## config.mk

```make
export PLATFORM = sky130hd
export DESIGN_NAME = coproc_sequencer_flat
export DESIGN_NICKNAME = d
export VERILOG_FILES = /design/src/rtl/coproc_sequencer_if.sv /design/src/rtl/coproc_sequencer.sv /design/src/flat_wrapper.sv
export SDC_FILE = /design/constraint.sdc
export NUM_CORES = 1
export LEC_CHECK = 0
export BUFFER_PORTS_ARGS = -buffer_cell sky130_fd_sc_hd__clkbuf_2
export CAP_MARGIN = 20
export CORE_ASPECT_RATIO = 0.7
export CORE_MARGIN = 4
export CORE_UTILIZATION = 39
export DETAILED_ROUTE_END_ITERATION = 10
export PLACE_DENSITY = 0.75
export SKIP_CTS_REPAIR_TIMING = 1
export SLEW_MARGIN = 15
export SYNTH_ARGS = -nofsm -noshare
export SYNTH_HDL_FRONTEND = slang
export SYNTH_SLANG_ARGS = --single-unit
```

## constraint.sdc

```tcl
create_clock -name clk -period 3.7 [get_ports clk]
set_input_delay 0.925 -clock clk [delete_from_list [all_inputs] [get_ports clk]]
set_output_delay 0.925 -clock clk [all_outputs]
set_load 0.05 [all_outputs]
```

## src/rtl/coproc_sequencer_if.sv

```systemverilog
// -----------------------------------------------------------------------------
// coproc_sequencer_if
//
// Bundles every handshake and data signal around the coprocessor sequencer:
//   s_*   : sample request channel (valid/ready + operands + per-sample modes)
//   cp_*  : command/operand lines to the coprocessor and its result return
//   m_*   : captured result channel (valid/ready + result, latency, flags)
//   err_spur : sticky protocol-error flag
//
// Modports:
//   slave  : the sequencer itself (accepts samples, drives the coprocessor,
//            presents results)
//   master : the surrounding environment (sample source, coprocessor,
//            result sink)
// -----------------------------------------------------------------------------
interface coproc_sequencer_if;
    // Sample request channel
    logic              s_valid;
    logic              s_ready;
    logic signed [7:0] s_T;
    logic signed [7:0] s_dT;
    logic              s_init;
    logic              s_reg_mode;
    logic              s_dt_mode;

    // Coprocessor command and result
    logic              cp_start;
    logic              cp_init;
    logic signed [7:0] cp_T_in;
    logic signed [7:0] cp_dT_in;
    logic              cp_reg_mode;
    logic              cp_dt_mode;
    logic              cp_valid;
    logic [7:0]        cp_G_out;

    // Result channel
    logic              m_valid;
    logic              m_ready;
    logic [7:0]        m_G;
    logic [5:0]        m_lat;
    logic              m_timeout;
    logic              m_range;

    // Protocol error
    logic              err_spur;

    modport slave (
        input  s_valid, s_T, s_dT, s_init, s_reg_mode, s_dt_mode,
        output s_ready,
        output cp_start, cp_init, cp_T_in, cp_dT_in, cp_reg_mode, cp_dt_mode,
        input  cp_valid, cp_G_out,
        output m_valid, m_G, m_lat, m_timeout, m_range,
        input  m_ready,
        output err_spur
    );

    modport master (
        output s_valid, s_T, s_dT, s_init, s_reg_mode, s_dt_mode,
        input  s_ready,
        input  cp_start, cp_init, cp_T_in, cp_dT_in, cp_reg_mode, cp_dt_mode,
        output cp_valid, cp_G_out,
        input  m_valid, m_G, m_lat, m_timeout, m_range,
        output m_ready,
        input  err_spur
    );
endinterface

```

## src/rtl/coproc_sequencer.sv

```systemverilog
// -----------------------------------------------------------------------------
// coproc_sequencer
//
// Accepts one sample at a time, optionally pulses the coprocessor's estimator
// init, pulses start, then waits for the one-cycle result strobe. The result
// is captured the cycle after the strobe (when the coprocessor data is
// stable), clamped to 0..100, and presented on the result channel together
// with the start-to-valid latency. A silent coprocessor produces a timeout
// result after TIMEOUT_CYC cycles of waiting.
//
// Ports:
//   clk  : single clock, rising edge
//   rst  : asynchronous active-high reset, aborts any transaction
//   bus  : coproc_sequencer_if.slave (sample, coprocessor and result signals)
//
// Parameter:
//   TIMEOUT_CYC : cycles spent waiting before a timeout result (2..63)
// -----------------------------------------------------------------------------
module coproc_sequencer #(
    parameter int TIMEOUT_CYC = 31
) (
    input  logic              clk,
    input  logic              rst,
    coproc_sequencer_if.slave bus
);
    localparam logic [5:0] TIMEOUT_LAT = 6'(TIMEOUT_CYC);
    localparam logic [7:0] G_MAX       = 8'd100;

    typedef enum logic [2:0] {
        IDLE,
        INIT,
        START,
        WAIT,
        CAPT,
        OUT
    } state_t;

    state_t            state_reg;
    state_t            state_next;

    logic              ready;
    logic              accept;
    logic              resp_hit;
    logic              timeout_hit;

    logic [5:0]        cnt_reg;
    logic [5:0]        cnt_inc;

    logic signed [7:0] t_reg;
    logic signed [7:0] dt_reg;
    logic              reg_mode_reg;
    logic              dt_mode_reg;
    logic              init_reg;

    logic [7:0]        g_reg;
    logic [5:0]        lat_reg;
    logic              timeout_reg;
    logic              range_reg;
    logic              spur_reg;

    // ready is gated by rst so the sample channel is closed for the whole
    // time reset is asserted, not just from the next edge on.
    assign ready       = (state_reg == IDLE) && !rst;
    assign accept      = bus.s_valid && ready;
    assign cnt_inc     = cnt_reg + 6'd1;
    assign resp_hit    = (state_reg == WAIT) && bus.cp_valid;
    // A strobe arriving on the final waiting cycle wins over the timeout.
    assign timeout_hit = (state_reg == WAIT) && !bus.cp_valid && (cnt_inc == TIMEOUT_LAT);

    // ---------------------------------------------------------------------
    // State register
    // ---------------------------------------------------------------------
    always_ff @(posedge clk or posedge rst) begin
        if (rst) begin
            state_reg <= IDLE;
        end else begin
            state_reg <= state_next;
        end
    end

    // ---------------------------------------------------------------------
    // Next-state logic
    // ---------------------------------------------------------------------
    always_comb begin
        state_next = state_reg;
        case (state_reg)
            IDLE: begin
                if (accept) begin
                    state_next = bus.s_init ? INIT : START;
                end
            end
            INIT:  state_next = START;
            START: state_next = WAIT;
            WAIT: begin
                if (resp_hit) begin
                    state_next = CAPT;
                end else if (timeout_hit) begin
                    state_next = OUT;
                end
            end
            CAPT:  state_next = OUT;
            OUT: begin
                if (bus.m_ready) begin
                    state_next = IDLE;
                end
            end
            default: state_next = IDLE;
        endcase
    end

    // ---------------------------------------------------------------------
    // Sample latches: operands and modes stay on the coprocessor lines
    // until the next accepted sample.
    // ---------------------------------------------------------------------
    always_ff @(posedge clk or posedge rst) begin
        if (rst) begin
            t_reg        <= '0;
            dt_reg       <= '0;
            reg_mode_reg <= 1'b0;
            dt_mode_reg  <= 1'b0;
            init_reg     <= 1'b0;
        end else if (accept) begin
            t_reg        <= bus.s_T;
            dt_reg       <= bus.s_dT;
            reg_mode_reg <= bus.s_reg_mode;
            dt_mode_reg  <= bus.s_dt_mode;
            init_reg     <= bus.s_init;
        end
    end

    // ---------------------------------------------------------------------
    // Latency counter: zeroed while start is pulsed, so the first waiting
    // cycle holds 0 and a strobe there reports a latency of 1.
    // ---------------------------------------------------------------------
    always_ff @(posedge clk or posedge rst) begin
        if (rst) begin
            cnt_reg <= '0;
        end else if (state_reg == START) begin
            cnt_reg <= '0;
        end else if (state_reg == WAIT) begin
            cnt_reg <= cnt_inc;
        end
    end

    // ---------------------------------------------------------------------
    // Result registers. Latency and timeout are settled in WAIT; the data
    // word is taken in CAPT, one cycle after the strobe. Nothing here moves
    // while OUT is pending, so backpressure never disturbs a result.
    // ---------------------------------------------------------------------
    always_ff @(posedge clk or posedge rst) begin
        if (rst) begin
            g_reg       <= '0;
            lat_reg     <= '0;
            timeout_reg <= 1'b0;
            range_reg   <= 1'b0;
        end else begin
            if (resp_hit) begin
                lat_reg     <= cnt_inc;
                timeout_reg <= 1'b0;
            end else if (timeout_hit) begin
                lat_reg     <= TIMEOUT_LAT;
                g_reg       <= '0;
                timeout_reg <= 1'b1;
                range_reg   <= 1'b0;
            end

            if (state_reg == CAPT) begin
                if (bus.cp_G_out > G_MAX) begin
                    g_reg     <= G_MAX;
                    range_reg <= 1'b1;
                end else begin
                    g_reg     <= bus.cp_G_out;
                    range_reg <= 1'b0;
                end
            end
        end
    end

    // ---------------------------------------------------------------------
    // Spurious strobe detector: any strobe outside WAIT is flagged and
    // otherwise ignored; only reset clears the flag.
    // ---------------------------------------------------------------------
    always_ff @(posedge clk or posedge rst) begin
        if (rst) begin
            spur_reg <= 1'b0;
        end else if (bus.cp_valid && (state_reg != WAIT)) begin
            spur_reg <= 1'b1;
        end
    end

    // ---------------------------------------------------------------------
    // Outputs. Pulses are pure state decodes: INIT and START are distinct
    // single-cycle states, so the two pulses can never overlap or repeat.
    // ---------------------------------------------------------------------
    assign bus.s_ready     = ready;
    assign bus.cp_init     = (state_reg == INIT);
    assign bus.cp_start    = (state_reg == START);
    assign bus.cp_T_in     = t_reg;
    assign bus.cp_dT_in    = dt_reg;
    assign bus.cp_reg_mode = reg_mode_reg;
    assign bus.cp_dt_mode  = dt_mode_reg;
    assign bus.m_valid     = (state_reg == OUT);
    assign bus.m_G         = g_reg;
    assign bus.m_lat       = lat_reg;
    assign bus.m_timeout   = timeout_reg;
    assign bus.m_range     = range_reg;
    assign bus.err_spur    = spur_reg;

    // init_reg records which path the current transaction took; it is kept
    // as part of the sample latch but the FSM already encodes the path.
    logic unused_ok;
    assign unused_ok = init_reg;

endmodule

```

## src/flat_wrapper.sv

```systemverilog
// flat-port wrapper written by rule: the top's interface ports become plain ports
module coproc_sequencer_flat 
#(
    parameter int TIMEOUT_CYC = 31
)
  (clk, rst, bus_s_valid, bus_s_T, bus_s_dT, bus_s_init, bus_s_reg_mode, bus_s_dt_mode, bus_s_ready, bus_cp_start, bus_cp_init, bus_cp_T_in, bus_cp_dT_in, bus_cp_reg_mode, bus_cp_dt_mode, bus_cp_valid, bus_cp_G_out, bus_m_valid, bus_m_G, bus_m_lat, bus_m_timeout, bus_m_range, bus_m_ready, bus_err_spur);
  coproc_sequencer_if bus_i ();
  input  logic clk;
  input  logic rst;
  input wire logic [$bits(bus_i.s_valid)-1:0] bus_s_valid;
  input wire logic [$bits(bus_i.s_T)-1:0] bus_s_T;
  input wire logic [$bits(bus_i.s_dT)-1:0] bus_s_dT;
  input wire logic [$bits(bus_i.s_init)-1:0] bus_s_init;
  input wire logic [$bits(bus_i.s_reg_mode)-1:0] bus_s_reg_mode;
  input wire logic [$bits(bus_i.s_dt_mode)-1:0] bus_s_dt_mode;
  output wire logic [$bits(bus_i.s_ready)-1:0] bus_s_ready;
  output wire logic [$bits(bus_i.cp_start)-1:0] bus_cp_start;
  output wire logic [$bits(bus_i.cp_init)-1:0] bus_cp_init;
  output wire logic [$bits(bus_i.cp_T_in)-1:0] bus_cp_T_in;
  output wire logic [$bits(bus_i.cp_dT_in)-1:0] bus_cp_dT_in;
  output wire logic [$bits(bus_i.cp_reg_mode)-1:0] bus_cp_reg_mode;
  output wire logic [$bits(bus_i.cp_dt_mode)-1:0] bus_cp_dt_mode;
  input wire logic [$bits(bus_i.cp_valid)-1:0] bus_cp_valid;
  input wire logic [$bits(bus_i.cp_G_out)-1:0] bus_cp_G_out;
  output wire logic [$bits(bus_i.m_valid)-1:0] bus_m_valid;
  output wire logic [$bits(bus_i.m_G)-1:0] bus_m_G;
  output wire logic [$bits(bus_i.m_lat)-1:0] bus_m_lat;
  output wire logic [$bits(bus_i.m_timeout)-1:0] bus_m_timeout;
  output wire logic [$bits(bus_i.m_range)-1:0] bus_m_range;
  input wire logic [$bits(bus_i.m_ready)-1:0] bus_m_ready;
  output wire logic [$bits(bus_i.err_spur)-1:0] bus_err_spur;
  assign bus_i.s_valid = bus_s_valid;
  assign bus_i.s_T = bus_s_T;
  assign bus_i.s_dT = bus_s_dT;
  assign bus_i.s_init = bus_s_init;
  assign bus_i.s_reg_mode = bus_s_reg_mode;
  assign bus_i.s_dt_mode = bus_s_dt_mode;
  assign bus_s_ready = bus_i.s_ready;
  assign bus_cp_start = bus_i.cp_start;
  assign bus_cp_init = bus_i.cp_init;
  assign bus_cp_T_in = bus_i.cp_T_in;
  assign bus_cp_dT_in = bus_i.cp_dT_in;
  assign bus_cp_reg_mode = bus_i.cp_reg_mode;
  assign bus_cp_dt_mode = bus_i.cp_dt_mode;
  assign bus_i.cp_valid = bus_cp_valid;
  assign bus_i.cp_G_out = bus_cp_G_out;
  assign bus_m_valid = bus_i.m_valid;
  assign bus_m_G = bus_i.m_G;
  assign bus_m_lat = bus_i.m_lat;
  assign bus_m_timeout = bus_i.m_timeout;
  assign bus_m_range = bus_i.m_range;
  assign bus_i.m_ready = bus_m_ready;
  assign bus_err_spur = bus_i.err_spur;
  coproc_sequencer #(.TIMEOUT_CYC(TIMEOUT_CYC)) u_core (.clk(clk), .rst(rst), .bus(bus_i));
endmodule
```

==> results_dict.tcl <==
set metrics [dict create \
    syn_nets 209 \
    async_flop_share_pct 100 \
    wl_met2_um 2050 \
    rsz0062_at_grt "no" \
    synth.distinct_cells 44 \
    setup_viol 0 \
    fp.dieArea_mm2 0.00638 \
    ios 71 \
    crit_buf_inv 1 \
    routed.top_layer "met4" \
    start_util_pct 41.1 \
    status "finished clean" \
    met3_length_um 386 \
    firstDrtPassIters 4 \
    slew_headroom_pct 67.7 \
    htreeDepth 2 \
    grt_max_degree 34 \
    hpwl_um 3590 \
    cts_made_buffers 5 \
    grt_pass1_vias 1563 \
    holdWs_ns 0.474 \
    gp_congestion 0.797 \
    tightest_slew_ns 0.481 \
    power_per_cell_area_mw_per_mm2 978 \
    crit_required_ns 2.77 \
    startpoint_type "register" \
    drt_iter0_drc 72 \
    postSynthCellCount 175 \
    finalPower_mw 2.48 \
    min_path_cells 1 \
    antenna_found_initial 0 \
    ys_ff_latch 44 \
    grt_pass1_wl_um 7440 \
    final.fill_count 461 \
    crit_type "reg -> out" \
    reg2regPathDepth 4 \
    cts.reportedPaths.clkPinSlew_ns 0.08 \
    syn-cell-area_mm2 0.00201 \
    ys_warn_count 0 \
    layout.nets 282 \
    drc 0 \
    portBuffers 70 \
    skew_ns 0.00452 \
    vias 1578 \
    antenna_cells 0 \
    ant_nets 0 \
    min_path_type "reg -> reg" \
    cp.arrival_ns 1.59 \
    drive_above_1_share_pct 43.0 \
    cts-root-buf "clkbuf_8" \
    timing.final.crit_share_pct 68.0 \
    synthFlopType "dfrtp_1" \
    avgSynthCellArea_um2 11.5 \
    path_depth 3 \
    rows 21 \
    finalMaxSlewViolations 0 \
    most-common-layout-cells "clkbuf_2, dfrtp_1, nand2_1" \
    grt-ovfl-total 0 \
    p_leak_nw 1.20 \
    cap_violations 0 \
    cts_buffer_depth 2 \
    areaGrowthSynthToFinish_pct 26.0 \
    cp_cell_sequence "nand2b_2 -> nor2_1 -> clkbuf_2" \
    fmax_ghz 0.398 \
    path_delay_family "flip-flops" \
    grtUsageTotal_pct 15.0 \
    wl_per_cell_um 14.5 \
    hold_violations 0 \
    vdd_drop_max_v 0.000383 \
    cpPeakStageDelay_ns 0.50 \
    regArea_mm2 0.00110 \
    final_common_cell "clkbuf_2" \
    vias_per_cell 4.96 \
    slowest_stage "dfrtp_1" \
    multi_input_area_um2 852 \
    wirelength_um 4600 \
    cts_tree "built" \
    die_h_um 68.0 \
    fin_crit_ns 2.52 \
    worstSetupEndpointType "output port" \
    synth_edf_count 0 \
    cp_max_fo 14 \
    tns_ns 0 \
    clock_latency_ns 0.29 \
    met1Wirelength_um 2130 \
    clock_sinks 44 \
    fp.dieW_um 93.8 \
    ys_seq_area_share_pct 54.8 \
    core_area_mm2 0.00489 \
]
## metal layers
layer,vias to the layer above,GRT usage [%]
met5,-,0
met4,0,4.86
met3,2,4.29
met2,53,22.2
met1,749,21.2
li1,774,-
## kinds of logic after synthesis
kind of cell,share of synthesized area [%]
fa+ha+maj,1.25
xor+xnor,1.31
simple gates,13.5
mux,10.1
buf+inv,2.74
flops,54.8
compound gates,16.3
## synth_stat cells, types with 2 or more instances
| cell | instances | area share (%) |
|---|---|---|
| dfrtp_1 | 44 | 55 |
| nand2_1 | 20 | 3.7 |
| mux2_2 | 18 | 10 |
| o21ai_0 | 10 | 2.5 |
| a21oi_1 | 9 | 2.2 |
| nor2_1 | 7 | 1.3 |
| inv_1 | 6 | 1.1 |
| a2bb2oi_1 | 4 | 1.7 |
| nand3_1 | 4 | 1.0 |
| nor3_1 | 4 | 1.0 |
| nand3b_1 | 3 | 1.1 |
| nor2b_1 | 3 | 0.93 |
| xor2_1 | 3 | 1.3 |
| a2111oi_4 | 2 | 2.7 |
| a211oi_1 | 2 | 0.75 |
| buf_2 | 2 | 0.50 |
| clkbuf_1 | 2 | 0.37 |
| ha_1 | 2 | 1.2 |
| nor4_1 | 2 | 0.62 |
| o21ai_1 | 2 | 0.50 |
| o2bb2ai_1 | 2 | 0.87 |
| or2_2 | 2 | 0.62 |
## power by group
part | total [mW] | internal, mW | switching, mW
Sequential | 0.825 | 0.678 | 0.147
Combinational | 1.29 | 0.333 | 0.959
Clock | 0.358 | 0.200 | 0.158
## path summary, 6_finish.rpt
path	start	end	slack, ns
min in group asynchronous	rst	u_core.bus.cp_dT_in[3]	0.58
setup reg to reg	u_core.state_reg[2]	u_core.bus.m_G[2]	1.70
setup / recovery	u_core.state_reg[2]	bus_cp_start	1.18
max in group asynchronous	rst	u_core.cnt_reg[0]	2.40
hold / removal	u_core.bus.err_spur	u_core.bus.err_spur	0.47
hold reg to reg	u_core.bus.err_spur	u_core.bus.err_spur	0.47
## final cells by class
type                    count  share of cell area [%]
repair buffers             71                    14.1
inverters                   7                    1.04
flip-flops and latches     44                    43.5
multi-input cells         119                    33.7
well taps                  69                    3.41
clock buffers               6                    2.87
clock inverters             2                    1.38
## through the flow
step                      instances  utilization, %  instance area (µm²)  setup slack [ns]
after floorplan                 175               -                 2010             0.401
after global placement          310            49.6                 2420              1.27
after detailed placement        310            49.6                 2420              1.26
after CTS                       318            51.8                 2530              1.19
after global routing            318            51.8                 2530              1.10
final                           318            51.8                 2530              1.18
(Power assumes the default switching activity.)
